## src/rtl/ddr_req_arbiter_if.sv

```systemverilog
// ddr_req_arbiter_if: client request/return bus plus DDR command/return bus
// for the DDR request arbiter. The slave modport is the arbiter's view;
// the master modport is the surrounding environment (clients + DDR controller).
interface ddr_req_arbiter_if #(
  parameter int NUM_CH = 4,
  parameter int ADDR_W = 25,
  parameter int DATA_W = 128,
  parameter int CMD_W  = 4
);

  // Client side
  logic [NUM_CH-1:0]        req_valid;
  logic [NUM_CH-1:0]        req_we;
  logic [NUM_CH*ADDR_W-1:0] req_addr;
  logic [NUM_CH*DATA_W-1:0] req_wdata;
  logic [NUM_CH-1:0]        req_ready;
  logic [DATA_W-1:0]        rd_data;
  logic [NUM_CH-1:0]        rd_valid;

  // DDR controller side
  logic [CMD_W-1:0]         cmd;
  logic                     cmd_valid;
  logic [ADDR_W-1:0]        ddr_address;
  logic [DATA_W-1:0]        ddr_wr_data;
  logic                     cmd_busy;
  logic [DATA_W-1:0]        ddr_rd_data;
  logic                     ddr_rd_valid;

  modport master (
    output req_valid, req_we, req_addr, req_wdata,
    output cmd_busy, ddr_rd_data, ddr_rd_valid,
    input  req_ready, rd_data, rd_valid,
    input  cmd, cmd_valid, ddr_address, ddr_wr_data
  );

  modport slave (
    input  req_valid, req_we, req_addr, req_wdata,
    input  cmd_busy, ddr_rd_data, ddr_rd_valid,
    output req_ready, rd_data, rd_valid,
    output cmd, cmd_valid, ddr_address, ddr_wr_data
  );

endinterface

```

## src/rtl/ddr_req_arbiter.sv

```systemverilog
// ddr_req_arbiter: N-channel arbiter in front of the DDR command port.
// One command is issued at a time (at most every other cycle); every read
// grant pushes its channel index into a tag FIFO so returned read data is
// steered back to the issuing client in order.
// Optional feature: define DDR_ARB_FIXED_PRIO_EN for fixed priority
// (lowest-index eligible channel wins); default is round-robin.
module ddr_req_arbiter #(
  parameter int               NUM_CH    = 4,
  parameter int               ADDR_W    = 25,
  parameter int               DATA_W    = 128,
  parameter int               CMD_W     = 4,
  parameter logic [CMD_W-1:0] CMD_RD    = 4'b0011,
  parameter logic [CMD_W-1:0] CMD_WR    = 4'b0100,
  parameter int               TAG_DEPTH = 16
) (
  input  logic                       clk_133M,
  input  logic                       rst_n_133M,
  input  logic                       init_done,
  ddr_req_arbiter_if.slave           bus,
  output logic [$clog2(TAG_DEPTH):0] tag_count,
  output logic                       err_orphan
);

  localparam int CH_W  = $clog2(NUM_CH);
  localparam int PTR_W = $clog2(TAG_DEPTH);

  logic [NUM_CH-1:0] eligible;
  logic [CH_W-1:0]   winner;
  logic              winner_we;
  logic [ADDR_W-1:0] winner_addr;
  logic [DATA_W-1:0] winner_wdata;
  logic              grant;
  logic              push;
  logic              pop;
  logic              tag_full;
  logic              tag_empty;
  logic [CH_W-1:0]   tag_mem [TAG_DEPTH];
  logic [PTR_W-1:0]  wr_ptr;
  logic [PTR_W-1:0]  rd_ptr;
  logic [CH_W-1:0]   head_tag;
  logic [NUM_CH-1:0] head_onehot;

  assign tag_full  = (tag_count == (PTR_W+1)'(TAG_DEPTH));
  assign tag_empty = (tag_count == '0);
  assign head_tag  = tag_mem[rd_ptr];

  // Reads are held off while the tag FIFO is full; writes never need a tag.
  always_comb begin
    for (int i = 0; i < NUM_CH; i++) begin
      eligible[i] = bus.req_valid[i] & (bus.req_we[i] | ~tag_full);
    end
  end

  assign grant = init_done & ~bus.cmd_busy & ~bus.cmd_valid & (|eligible);

`ifdef DDR_ARB_FIXED_PRIO_EN
  // Fixed priority: lowest-index eligible channel wins.
  always_comb begin
    // NOTE: every always_comb output gets a default first so no path can leave it unassigned and infer a latch.
    winner = '0;
    for (int i = NUM_CH-1; i >= 0; i--) begin
      if (eligible[i]) winner = CH_W'(i);
    end
  end
`else
  logic [CH_W-1:0] last_grant;
  logic            hi_found;
  logic [CH_W-1:0] hi_win;
  logic [CH_W-1:0] lo_win;

  // Round-robin: lowest eligible channel above last_grant, else wrap to the lowest eligible overall.
  always_comb begin
    hi_found = 1'b0;
    hi_win   = '0;
    lo_win   = '0;
    for (int i = NUM_CH-1; i >= 0; i--) begin
      if (eligible[i]) begin
        if (CH_W'(i) > last_grant) begin
          hi_found = 1'b1;
          hi_win   = CH_W'(i);
        end else begin
          lo_win = CH_W'(i);
        end
      end
    end
    winner = hi_found ? hi_win : lo_win;
  end

  // Round-robin pointer; reset to the top channel so channel 0 goes first.
  always_ff @(posedge clk_133M) begin
    if (!rst_n_133M) begin
      last_grant <= CH_W'(NUM_CH-1);
    end else if (grant) begin
      last_grant <= winner;
    end
  end
`endif

  // Mux the winning channel's request fields and drive the one-hot grant.
  always_comb begin
    winner_we     = 1'b0;
    winner_addr   = '0;
    winner_wdata  = '0;
    bus.req_ready = '0;
    for (int i = 0; i < NUM_CH; i++) begin
      if (winner == CH_W'(i)) begin
        winner_we         = bus.req_we[i];
        winner_addr       = bus.req_addr[i*ADDR_W +: ADDR_W];
        winner_wdata      = bus.req_wdata[i*DATA_W +: DATA_W];
        bus.req_ready[i]  = grant;
      end
    end
  end

  assign push = grant & ~winner_we;
  assign pop  = bus.ddr_rd_valid & ~tag_empty;

  // Register the granted command for one-cycle presentation to the DDR controller.
  always_ff @(posedge clk_133M) begin
    // NOTE: sequential state uses non-blocking assignments so every flop samples pre-edge values.
    if (!rst_n_133M) begin
      bus.cmd_valid   <= 1'b0;
      bus.cmd         <= '0;
      bus.ddr_address <= '0;
      bus.ddr_wr_data <= '0;
    end else begin
      bus.cmd_valid <= grant;
      if (grant) begin
        bus.cmd         <= winner_we ? CMD_WR : CMD_RD;
        bus.ddr_address <= winner_addr;
        bus.ddr_wr_data <= winner_we ? winner_wdata : '0;
      end
    end
  end

  // Tag FIFO storage.
  always_ff @(posedge clk_133M) begin
    // NOTE: FIFO storage is not reset; entries are only read behind valid pointers, and skipping reset keeps it RAM-friendly.
    if (push) tag_mem[wr_ptr] <= winner;
  end

  // Tag FIFO pointers and occupancy; push and pop together leave the count unchanged.
  always_ff @(posedge clk_133M) begin
    if (!rst_n_133M) begin
      wr_ptr    <= '0;
      rd_ptr    <= '0;
      tag_count <= '0;
    end else begin
      if (push) wr_ptr <= wr_ptr + 1'b1;
      if (pop)  rd_ptr <= rd_ptr + 1'b1;
      case ({push, pop})
        2'b10:   tag_count <= tag_count + 1'b1;
        2'b01:   tag_count <= tag_count - 1'b1;
        default: tag_count <= tag_count;
      endcase
    end
  end

  // Decode the head tag into the client return strobe.
  always_comb begin
    for (int i = 0; i < NUM_CH; i++) begin
      head_onehot[i] = (head_tag == CH_W'(i));
    end
  end

  // Steer returned read data to its client; flag data arriving with no tag outstanding.
  always_ff @(posedge clk_133M) begin
    if (!rst_n_133M) begin
      bus.rd_valid <= '0;
      bus.rd_data  <= '0;
      err_orphan   <= 1'b0;
    end else begin
      bus.rd_valid <= pop ? head_onehot : '0;
      if (pop) bus.rd_data <= bus.ddr_rd_data;
      if (bus.ddr_rd_valid && tag_empty) err_orphan <= 1'b1;
    end
  end

endmodule

```

## src/flat_wrapper.sv

```systemverilog
// flat-port wrapper written by rule: the top's interface ports become plain ports
module ddr_req_arbiter_flat 
#(
  parameter int               NUM_CH    = 4,
  parameter int               ADDR_W    = 25,
  parameter int               DATA_W    = 128,
  parameter int               CMD_W     = 4,
  parameter logic [CMD_W-1:0] CMD_RD    = 4'b0011,
  parameter logic [CMD_W-1:0] CMD_WR    = 4'b0100,
  parameter int               TAG_DEPTH = 16
)
  (clk_133M, rst_n_133M, init_done, tag_count, err_orphan, bus_req_valid, bus_req_we, bus_req_addr, bus_req_wdata, bus_cmd_busy, bus_ddr_rd_data, bus_ddr_rd_valid, bus_req_ready, bus_rd_data, bus_rd_valid, bus_cmd, bus_cmd_valid, bus_ddr_address, bus_ddr_wr_data);
  ddr_req_arbiter_if #(.NUM_CH(NUM_CH), .ADDR_W(ADDR_W), .DATA_W(DATA_W), .CMD_W(CMD_W)) bus_i ();
  input  logic clk_133M;
  input  logic rst_n_133M;
  input  logic init_done;
  output logic [$clog2(TAG_DEPTH):0] tag_count;
  output logic err_orphan;
  input wire logic [$bits(bus_i.req_valid)-1:0] bus_req_valid;
  input wire logic [$bits(bus_i.req_we)-1:0] bus_req_we;
  input wire logic [$bits(bus_i.req_addr)-1:0] bus_req_addr;
  input wire logic [$bits(bus_i.req_wdata)-1:0] bus_req_wdata;
  input wire logic [$bits(bus_i.cmd_busy)-1:0] bus_cmd_busy;
  input wire logic [$bits(bus_i.ddr_rd_data)-1:0] bus_ddr_rd_data;
  input wire logic [$bits(bus_i.ddr_rd_valid)-1:0] bus_ddr_rd_valid;
  output wire logic [$bits(bus_i.req_ready)-1:0] bus_req_ready;
  output wire logic [$bits(bus_i.rd_data)-1:0] bus_rd_data;
  output wire logic [$bits(bus_i.rd_valid)-1:0] bus_rd_valid;
  output wire logic [$bits(bus_i.cmd)-1:0] bus_cmd;
  output wire logic [$bits(bus_i.cmd_valid)-1:0] bus_cmd_valid;
  output wire logic [$bits(bus_i.ddr_address)-1:0] bus_ddr_address;
  output wire logic [$bits(bus_i.ddr_wr_data)-1:0] bus_ddr_wr_data;
  assign bus_i.req_valid = bus_req_valid;
  assign bus_i.req_we = bus_req_we;
  assign bus_i.req_addr = bus_req_addr;
  assign bus_i.req_wdata = bus_req_wdata;
  assign bus_i.cmd_busy = bus_cmd_busy;
  assign bus_i.ddr_rd_data = bus_ddr_rd_data;
  assign bus_i.ddr_rd_valid = bus_ddr_rd_valid;
  assign bus_req_ready = bus_i.req_ready;
  assign bus_rd_data = bus_i.rd_data;
  assign bus_rd_valid = bus_i.rd_valid;
  assign bus_cmd = bus_i.cmd;
  assign bus_cmd_valid = bus_i.cmd_valid;
  assign bus_ddr_address = bus_i.ddr_address;
  assign bus_ddr_wr_data = bus_i.ddr_wr_data;
  ddr_req_arbiter #(.NUM_CH(NUM_CH), .ADDR_W(ADDR_W), .DATA_W(DATA_W), .CMD_W(CMD_W), .CMD_RD(CMD_RD), .CMD_WR(CMD_WR), .TAG_DEPTH(TAG_DEPTH)) u_core (.clk_133M(clk_133M), .rst_n_133M(rst_n_133M), .init_done(init_done), .bus(bus_i), .tag_count(tag_count), .err_orphan(err_orphan));
endmodule
```

## config.mk

```make
export PLATFORM = sky130hd
export DESIGN_NAME = ddr_req_arbiter_flat
export DESIGN_NICKNAME = d
export VERILOG_FILES = /design/src/rtl/ddr_req_arbiter_if.sv /design/src/rtl/ddr_req_arbiter.sv /design/src/flat_wrapper.sv
export SDC_FILE = /design/constraint.sdc
export NUM_CORES = 1
export LEC_CHECK = 0
export ABC_AREA = 1
export CAP_MARGIN = 5
export CORE_AREA = 5 5 403 405
export DETAILED_ROUTE_END_ITERATION = 10
export DIE_AREA = 0 0 408 410
export PLACE_DENSITY = 0.34
export SYNTH_ARGS = -nofsm -noshare
export SYNTH_HDL_FRONTEND = slang
export SYNTH_SLANG_ARGS = --single-unit
```

## constraint.sdc

```tcl
create_clock -name clk_133M -period 4.3 [get_ports clk_133M]
set_input_delay 0.86 -clock clk_133M [delete_from_list [all_inputs] [get_ports clk_133M]]
set_output_delay 0.86 -clock clk_133M [all_outputs]
set_load 0.01 [all_outputs]
```

# Word level (Yosys, flattened, before mapping)
# Memory sizes are Yosys's and may differ from the RTL's. A register that Yosys moved wholly into a read port is not among the register bits.
# Cells that the tools add are included.
[word_totals] reg_bits=306 latchBits=0 ram_bits=32 mem_bits_ro=0 inputBits=753 out_inout_bits=300 elab_cells=102 n_memories=1
[op_classes] n_addsub=4 multipliers=0 n_div=0 order_cmp=4 eq_ne=9 shifts=0 n_mux=48 n_bitwise=18 reduce_logical=7
[mem_list] memory="u_core.tag_mem" words=16 word_bits=2 read_ports=1 rd_ports_with_merged_regs=1 wr=1 line_no="ddr_req_arbiter.sv:37" source="logic [CH_W-1:0] tag_mem [TAG_DEPTH];"
[op_table] operator="$mux W128" n=5
[op_table] operator="$mux W25" n=4
[op_table] operator="$mux W2" n=17
[op_table] operator="$mux W1" n=18
[op_table] operator="$eq A2 B2 Y1 const B" n=5
[op_table] operator="$pmux W5 S2" n=1
[op_table] operator="$and A1 B1 Y1" n=9
[op_table] operator="$add A4 B1 Y4 const B" n=2
[op_table] operator="$mux W4" n=2
[op_table] operator="$eq A2 B1 Y1 const B" n=3
[op_table] operator="$add A5 B1 Y5 const B" n=1
[op_table] operator="$eq A5 B5 Y1 const B" n=1
[op_table] operator="$logic_not A5 Y1" n=1
[op_table] operator="$not A1 Y1" n=5
[op_table] operator="$sub A5 B1 Y5 const B" n=1
[op_table] operator="$gt A1 B2 Y1 const A" n=2
[op_table] operator="$gt A2 B2 Y1 const A" n=2
[op_table] operator="$logic_not A2 Y1" n=2
[op_table] operator="$or A1 B1 Y1" n=4
[op_table] operator="$reduce_or A4 Y1" n=1
[op_table] operator="$mux W3" n=1
[op_table] operator="$reduce_and A2 Y1" n=1
[op_table] operator="$reduce_bool A2 Y1" n=1
[op_table] operator="$logic_and A1 B1 Y1" n=1

# Longest topological paths before layout
[depth] word_depth=21 depth_mapped=24 ltp_nobuf=23

# Worst setup path after synthesis
# No wires, ideal clock.
[synth_timing] path_kind="input port to flip-flop" start="input bus_req_we[1]" end="register u_core.tag_count[4]" setup_time_ns=0.121 t_arrival_ns=3.343 slack_ns=0.836 stages=21 n_path_buf=1 path_cell_list="inv_1 -> nand4_2 -> nand3_2 -> inv_1 -> nor2_2 -> nand2_4 -> nand3_1 -> nand3_1 -> nor2_2 -> nand2_1 -> ha_1 -> clkbuf_1 -> xor2_1 -> ha_1 -> a21o_1 -> nand2_1 -> o21ai_0 -> o21ai_0 -> a21oi_1 -> o21ai_0 -> a21oi_1"
[synth_between] elab_chain_len=15
[synth_rtl] element="start: declaration" line_no="flat_wrapper.sv:20" source="input wire logic [$bits(bus_i.req_we)-1:0] bus_req_we;"
[synth_rtl] element="$or A1 B1 Y1" line_no="ddr_req_arbiter.sv:50" source="eligible[i] = bus.req_valid[i] & (bus.req_we[i] | ~tag_full);"
[synth_rtl] element="$and A1 B1 Y1" line_no="ddr_req_arbiter.sv:50"
[synth_rtl] element="$mux W2 or $mux W1 (tied branches)" line_no="ddr_req_arbiter.sv:77" source="if (eligible[i]) begin"
[synth_rtl] element="$mux W2 or $mux W1 (tied branches)" line_no="ddr_req_arbiter.sv:78" source="if (CH_W'(i) > last_grant) begin"
[synth_rtl] element="$mux W2 or $mux W1 (tied branches)" line_no="ddr_req_arbiter.sv:77"
[synth_rtl] element="$mux W2" line_no="ddr_req_arbiter.sv:86" source="winner = hi_found ? hi_win : lo_win;"
[synth_rtl] element="$logic_not A2 Y1" line_no="ddr_req_arbiter.sv:106" source="if (winner == CH_W'(i)) begin"
[synth_rtl] element="$mux W1 (4 in a row)" line_no="ddr_req_arbiter.sv:106"
[synth_rtl] element="$not A1 Y1" line_no="ddr_req_arbiter.sv:115" source="assign push = grant & ~winner_we;"
[synth_rtl] element="$and A1 B1 Y1 (*)" line_no="ddr_req_arbiter.sv:115"
[synth_rtl] element="$eq A2 B1 Y1 or $eq A2 B2 Y1 (tied branches)" line_no="ddr_req_arbiter.sv:151" source="case ({push, pop})"
[synth_rtl] element="$pmux W5 S2 or $reduce_bool A2 Y1 (tied branches)"
[synth_rtl] element="end signal: assignment" line_no="ddr_req_arbiter.sv:152" source="2'b10: tag_count <= tag_count + 1'b1;"
[synth_rtl] element="end signal: assignment" line_no="ddr_req_arbiter.sv:153" source="2'b01: tag_count <= tag_count - 1'b1;"
[synth_rtl] element="end signal: assignment" line_no="ddr_req_arbiter.sv:154" source="default: tag_count <= tag_count;"
[synth_rtl] element="end: declaration" line_no="ddr_req_arbiter.sv:20" source="output logic [$clog2(TAG_DEPTH):0] tag_count,"
# Every way passes the cells marked *; elsewhere a longest branch is shown, timed or not.
# A chain may end at the register's enable or synchronous reset.

# Final worst setup path
[layout_timing] start="input bus_req_we[1]" end="output bus_req_ready[2]"
[layout_between] elab_chain_len=8
[layout_rtl] element="$or A1 B1 Y1 (*)" line_no="ddr_req_arbiter.sv:50"
[layout_rtl] element="$and A1 B1 Y1 (*)" line_no="ddr_req_arbiter.sv:50"
[layout_rtl] element="$mux W2 or $mux W1 (tied branches)" line_no="ddr_req_arbiter.sv:77"
[layout_rtl] element="$mux W2 or $mux W1 (tied branches)" line_no="ddr_req_arbiter.sv:78"
[layout_rtl] element="$mux W2 or $mux W1 (tied branches)" line_no="ddr_req_arbiter.sv:77"
[layout_rtl] element="$mux W2" line_no="ddr_req_arbiter.sv:86"
[layout_rtl] element="$eq A2 B2 Y1" line_no="ddr_req_arbiter.sv:106"
[layout_rtl] element="$mux W1 (*)" line_no="ddr_req_arbiter.sv:106"
[layout_rtl] element="end: declaration" line_no="flat_wrapper.sv:26" source="output wire logic [$bits(bus_i.req_ready)-1:0] bus_req_ready;"
# Marks and branches as above.

==> impl_results.rst <==
.. list-table::
   :header-rows: 1

   * - Metric
     - Value
   * - LEAKAGE
     - approximately 12 nW
   * - Number of detailed-route iterations in the first pass
     - 5
   * - Summed negative setup slack over all endpoints
     - 0 ns
   * - Via count
     - roughly 22,000
   * - Unique masters post-synth
     - 36
   * - Horizontal extent of the die
     - between 400 and 500 µm
   * - Total Die Area
     - 0.167 mm²
   * - Total power draw
     - about 15 mW
   * - Number of max-slew violations in the final report
     - 0
   * - Count of hold-fix buffers inserted at cts
     - 0
   * - Number of nets produced by synthesis
     - approximately 3,400
   * - Post-Synth Simple-Gate Area
     - 0.329
   * - GPL Wtd Cong
     - between 0.8 and 0.9
   * - Library cell contributing the largest single delay on the critical path
     - sky130_fd_sc_hd__clkdlybuf4s50_1
   * - CTS Root Buffer Type
     - sky130_fd_sc_hd__clkbuf_16
   * - Area share of the largest cell type after synthesis
     - 0.356
   * - Cell Rows
     - ~150
   * - Initial antenna violation count
     - 65
   * - Clock transition at the register clock pins on the worst setup and hold paths after CTS
     - approximately 0.05 ns
   * - HP Start
     - u_core.err_orphan
   * - Final period utilization
     - 0.949
   * - Worst setup EP type
     - output pin
   * - Shortest clock period the worst path allows after layout
     - around 4 ns
   * - Count of boundary I/O pins
     - approximately 1,100
   * - Vias per Instance
     - between 3 and 4
   * - Overall routing resource usage
     - 0.160
   * - Starting Density
     - 0.109
   * - RSZ-0062 raised after global routing
     - false
   * - Origin of the critical flop-to-flop path
     - u_core.tag_count[0]
   * - Worst Hold Margin
     - 0.461 ns
   * - TritonCTS clock tree
     - done
   * - Leading cell type in the layout, fill and taps excluded
     - sky130_fd_sc_hd__clkdlybuf4s50_1
   * - Primary FF master, synth
     - sky130_fd_sc_hd__dfxtp_1
   * - Setup Viol. Count Final
     - 0
   * - Area of all sequential standard cells
     - 0.00713 mm²
   * - Top layer reached by signal wires
     - met5
   * - Share of synthesized area spent on multiplexers
     - 0.00463
   * - Data required time of the worst path
     - roughly 3.4 ns
   * - Setup Buffers After CTS
     - 0
   * - Sequential area share after synthesis
     - 0.412
   * - Layout Skew
     - approximately 0.040 ns
   * - Crit path kind
     - primary input to output pin
   * - Final global-route overflow total
     - 0
   * - Number of maximum-capacitance constraint violations
     - 0
   * - Share of flip-flops with an asynchronous set or reset
     - 0
   * - Cell Area, Synth
     - 0.0173 mm²
   * - Final net count
     - approximately 4,300
   * - Maximum net fanout on the critical path
     - 5
   * - Crit path launch type
     - primary input
   * - DR iter-0 viols
     - roughly 1,300
   * - TritonCTS Buffers
     - 53
   * - Ranking of synthesized cells by area
     - sky130_fd_sc_hd__dfxtp_1 36%, sky130_fd_sc_hd__nand2_1 15%, sky130_fd_sc_hd__nor2_1 8.4%, sky130_fd_sc_hd__o21ai_0 7.6%, sky130_fd_sc_hd__a21oi_1 7.2%
   * - Worst setup slack for register-to-register paths
     - just under 1 ns
   * - IO buf count
     - between 1,000 and 1,500
   * - Min-Delay Endpoint
     - u_core.err_orphan
   * - Ratio of cells with drive above 1 in the final layout
     - 0.0529
   * - Final-layout fill cell count
     - around 18,000
   * - Cell area power density
     - 471 mW/mm²
   * - Worst Reg-to-Reg Cells
     - 20
   * - Area added between synthesis and finish
     - 86.7%
   * - Aggregate routed wire length
     - between 100,000 and 150,000 µm
   * - Routed wl met3
     - between 10,000 and 15,000 µm
   * - Chip height
     - about 410 µm
   * - Half-perimeter wire length after placement
     - between 100,000 and 150,000 µm
   * - Outcome
     - complete, no violations
   * - Worst-case clock buffer depth
     - 3
   * - Metal2 WL
     - between 70,000 and 80,000 µm
   * - Stage delay of the slowest cell on the critical path
     - between 0.6 and 0.7 ns
   * - Number of instances on the worst hold path
     - 2
   * - Metal1 wirelength
     - 52,600 µm
   * - Largest net degree at the start of global routing
     - roughly 130
   * - Number of synthesis warnings
     - 0
   * - XOR/XNOR share of the synthesized area
     - 0.00253
   * - Max Fclk
     - 245 MHz
   * - Slew margin rel.
     - 0.362
   * - Largest area contributor in the synthesized netlist
     - sky130_fd_sc_hd__dfxtp_1
   * - Peak ir drop on the vdd network
     - around 0.34 mV
   * - Count of endpoints failing hold in the final timing report
     - 0
   * - Register bit total from synthesis
     - between 300 and 400
   * - Compound-Gate Fraction of Synth Area
     - 0.182
   * - Routed WL per cell
     - 24.9 µm
   * - H-tree levels
     - 2
   * - Number of synthesized flops with an enable pin
     - 32
   * - RR Endpoint
     - u_core.tag_count[4]
   * - DRC
     - 0
   * - Count of mapped cells out of synthesis
     - between 2,000 and 3,000
   * - Number of global-route vias before repair
     - 22,600
   * - Post-synthesis average cell area
     - around 6.7 µm²
   * - First-pass GRT wire length
     - around 190,000 µm
   * - Clock network latency to the later pin of the worst-skew pair
     - roughly 0.67 ns
   * - Dominant combinational cell family by area after synthesis
     - simple AND/OR/NAND/NOR gates
   * - Commonest cells after routing, fill and taps aside
     - 1,047 x sky130_fd_sc_hd__clkdlybuf4s50_1, 703 x sky130_fd_sc_hd__nand2_1, 387 x sky130_fd_sc_hd__nor2_1
   * - Critical path data arrival time
     - about 3.2 ns
   * - Slew at the pin closest to its max-slew limit
     - about 0.96 ns
   * - Adder and majority cell fraction of the synthesized area
     - 0.00579
   * - Clock Sink Count
     - between 300 and 400
   * - Antenna violation net count after detailed routing
     - 0
   * - Sequence of cells on the critical path
     - clkdlybuf4s50_1, inv_1, nand4_2, nand3_2, inv_1, nor2_4, nand3_4, nor2_4, clkdlybuf4s50_1
   * - Area used by multi-input combinational logic
     - between 0.009 and 0.01 mm²
   * - Core Footprint
     - 0.158 mm²
   * - HP Class
     - flip-flop to flip-flop
final cells by class:
type | instances | area share
Inverter | 44 | 0.00569
Sequential cell | 340 | 0.221
Timing Repair Buffer | 1116 | 0.349
Clock inverter | 23 | 0.00914
Antenna cell | 32 | 0.00248
Tap cell | 2072 | 0.0803
Clock buffer | 77 | 0.0498
Multi-Input combinational cell | 1990 | 0.283
stage by stage:
step	setup WS, ns	area (µm²)	utilization	instances
floorplan	0.836	17300	-	2590
global placement	-0.494	30300	0.192	5562
detailed placement	-0.415	30300	0.192	5562
CTS	0.0238	32200	0.204	5662
global route	0.0406	32300	0.204	5674
finish	0.219	32300	0.204	5694
registers in the layout, summed over array words and instances (netlist names), 4 cells and up, named ones only:
register and count:
u_core.bus.ddr_address 25, u_core.bus.ddr_wr_data 128, u_core.bus.rd_data 128, u_core.bus.rd_valid 4, u_core.rd_ptr 4, u_core.tag_count 5
u_core.tag_mem 32, u_core.wr_ptr 4
report_power, final:
group          leakage (nW)  internal, mW  total, mW  switching, mW
clock                 0.947          2.91       4.79           1.88
sequential             2.81          3.81       4.20          0.392
combinational          8.16          2.69       6.20           3.51
total                  11.9          9.41       15.2           5.79
logic make-up after synthesis:
logic type	Yosys count
compound gates	593
xor+xnor	5
fa+ha+maj	8
buf+inv	260
flops	340
mux	8
other cells	1
simple gates	1375
cells in the mapped netlist, types with 2 or more instances:
cell	count
sky130_fd_sc_hd__a211oi_1	5
sky130_fd_sc_hd__a21oi_1	250
sky130_fd_sc_hd__a31oi_1	20
sky130_fd_sc_hd__buf_1	6
sky130_fd_sc_hd__buf_2	54
sky130_fd_sc_hd__buf_4	17
sky130_fd_sc_hd__clkbuf_1	138
sky130_fd_sc_hd__dfxtp_1	308
sky130_fd_sc_hd__edfxtp_1	32
sky130_fd_sc_hd__ha_1	8
sky130_fd_sc_hd__inv_1	34
sky130_fd_sc_hd__inv_2	10
sky130_fd_sc_hd__mux2i_1	8
sky130_fd_sc_hd__nand2_1	704
sky130_fd_sc_hd__nand2_2	3
sky130_fd_sc_hd__nand2_4	2
sky130_fd_sc_hd__nand3_1	212
sky130_fd_sc_hd__nand3b_1	47
sky130_fd_sc_hd__nand4_1	7
sky130_fd_sc_hd__nor2_1	389
sky130_fd_sc_hd__nor2_2	4
sky130_fd_sc_hd__nor2_4	2
sky130_fd_sc_hd__o211ai_1	54
sky130_fd_sc_hd__o21ai_0	261
sky130_fd_sc_hd__xor2_1	4
routing by layer:
| metal | track usage | vias up |
|---|---|---|
| met5 | 0 | - |
| met4 | 0.0383 | 30 |
| met3 | 0.0629 | 161 |
| met2 | 0.298 | 798 |
| met1 | 0.169 | 10400 |
| li1 | - | 10600 |
timing repair:
action / CTS / global route
setup endpoints to repair: 2 / 1
pin swaps: 0 / 1
gates resized for setup: 4 / 1
worst max path at each step:
| stage | start | end | slack [ns] | cells past startpoint |
|---|---|---|---|---|
| floorplan | bus_req_we[1] | u_core.tag_count[4] | 0.84 | 21 |
| global placement | bus_req_we[1] | bus_req_ready[3] | -0.49 | 12 |
| detailed placement | bus_req_we[1] | bus_req_ready[3] | -0.42 | 12 |
| CTS | bus_req_we[1] | bus_req_ready[3] | 0.02 | 12 |
| global route | bus_req_we[1] | bus_req_ready[2] | 0.04 | 9 |
| finish | bus_req_we[1] | bus_req_ready[2] | 0.22 | 9 |
worst max-delay path: cells and delay by family:
kind | cells | cell delay [ns]
buffers and inverters | 4 | 1.29
and+or+nand+nor | 5 | 1.07
Power figures use the tool's default switching activity.
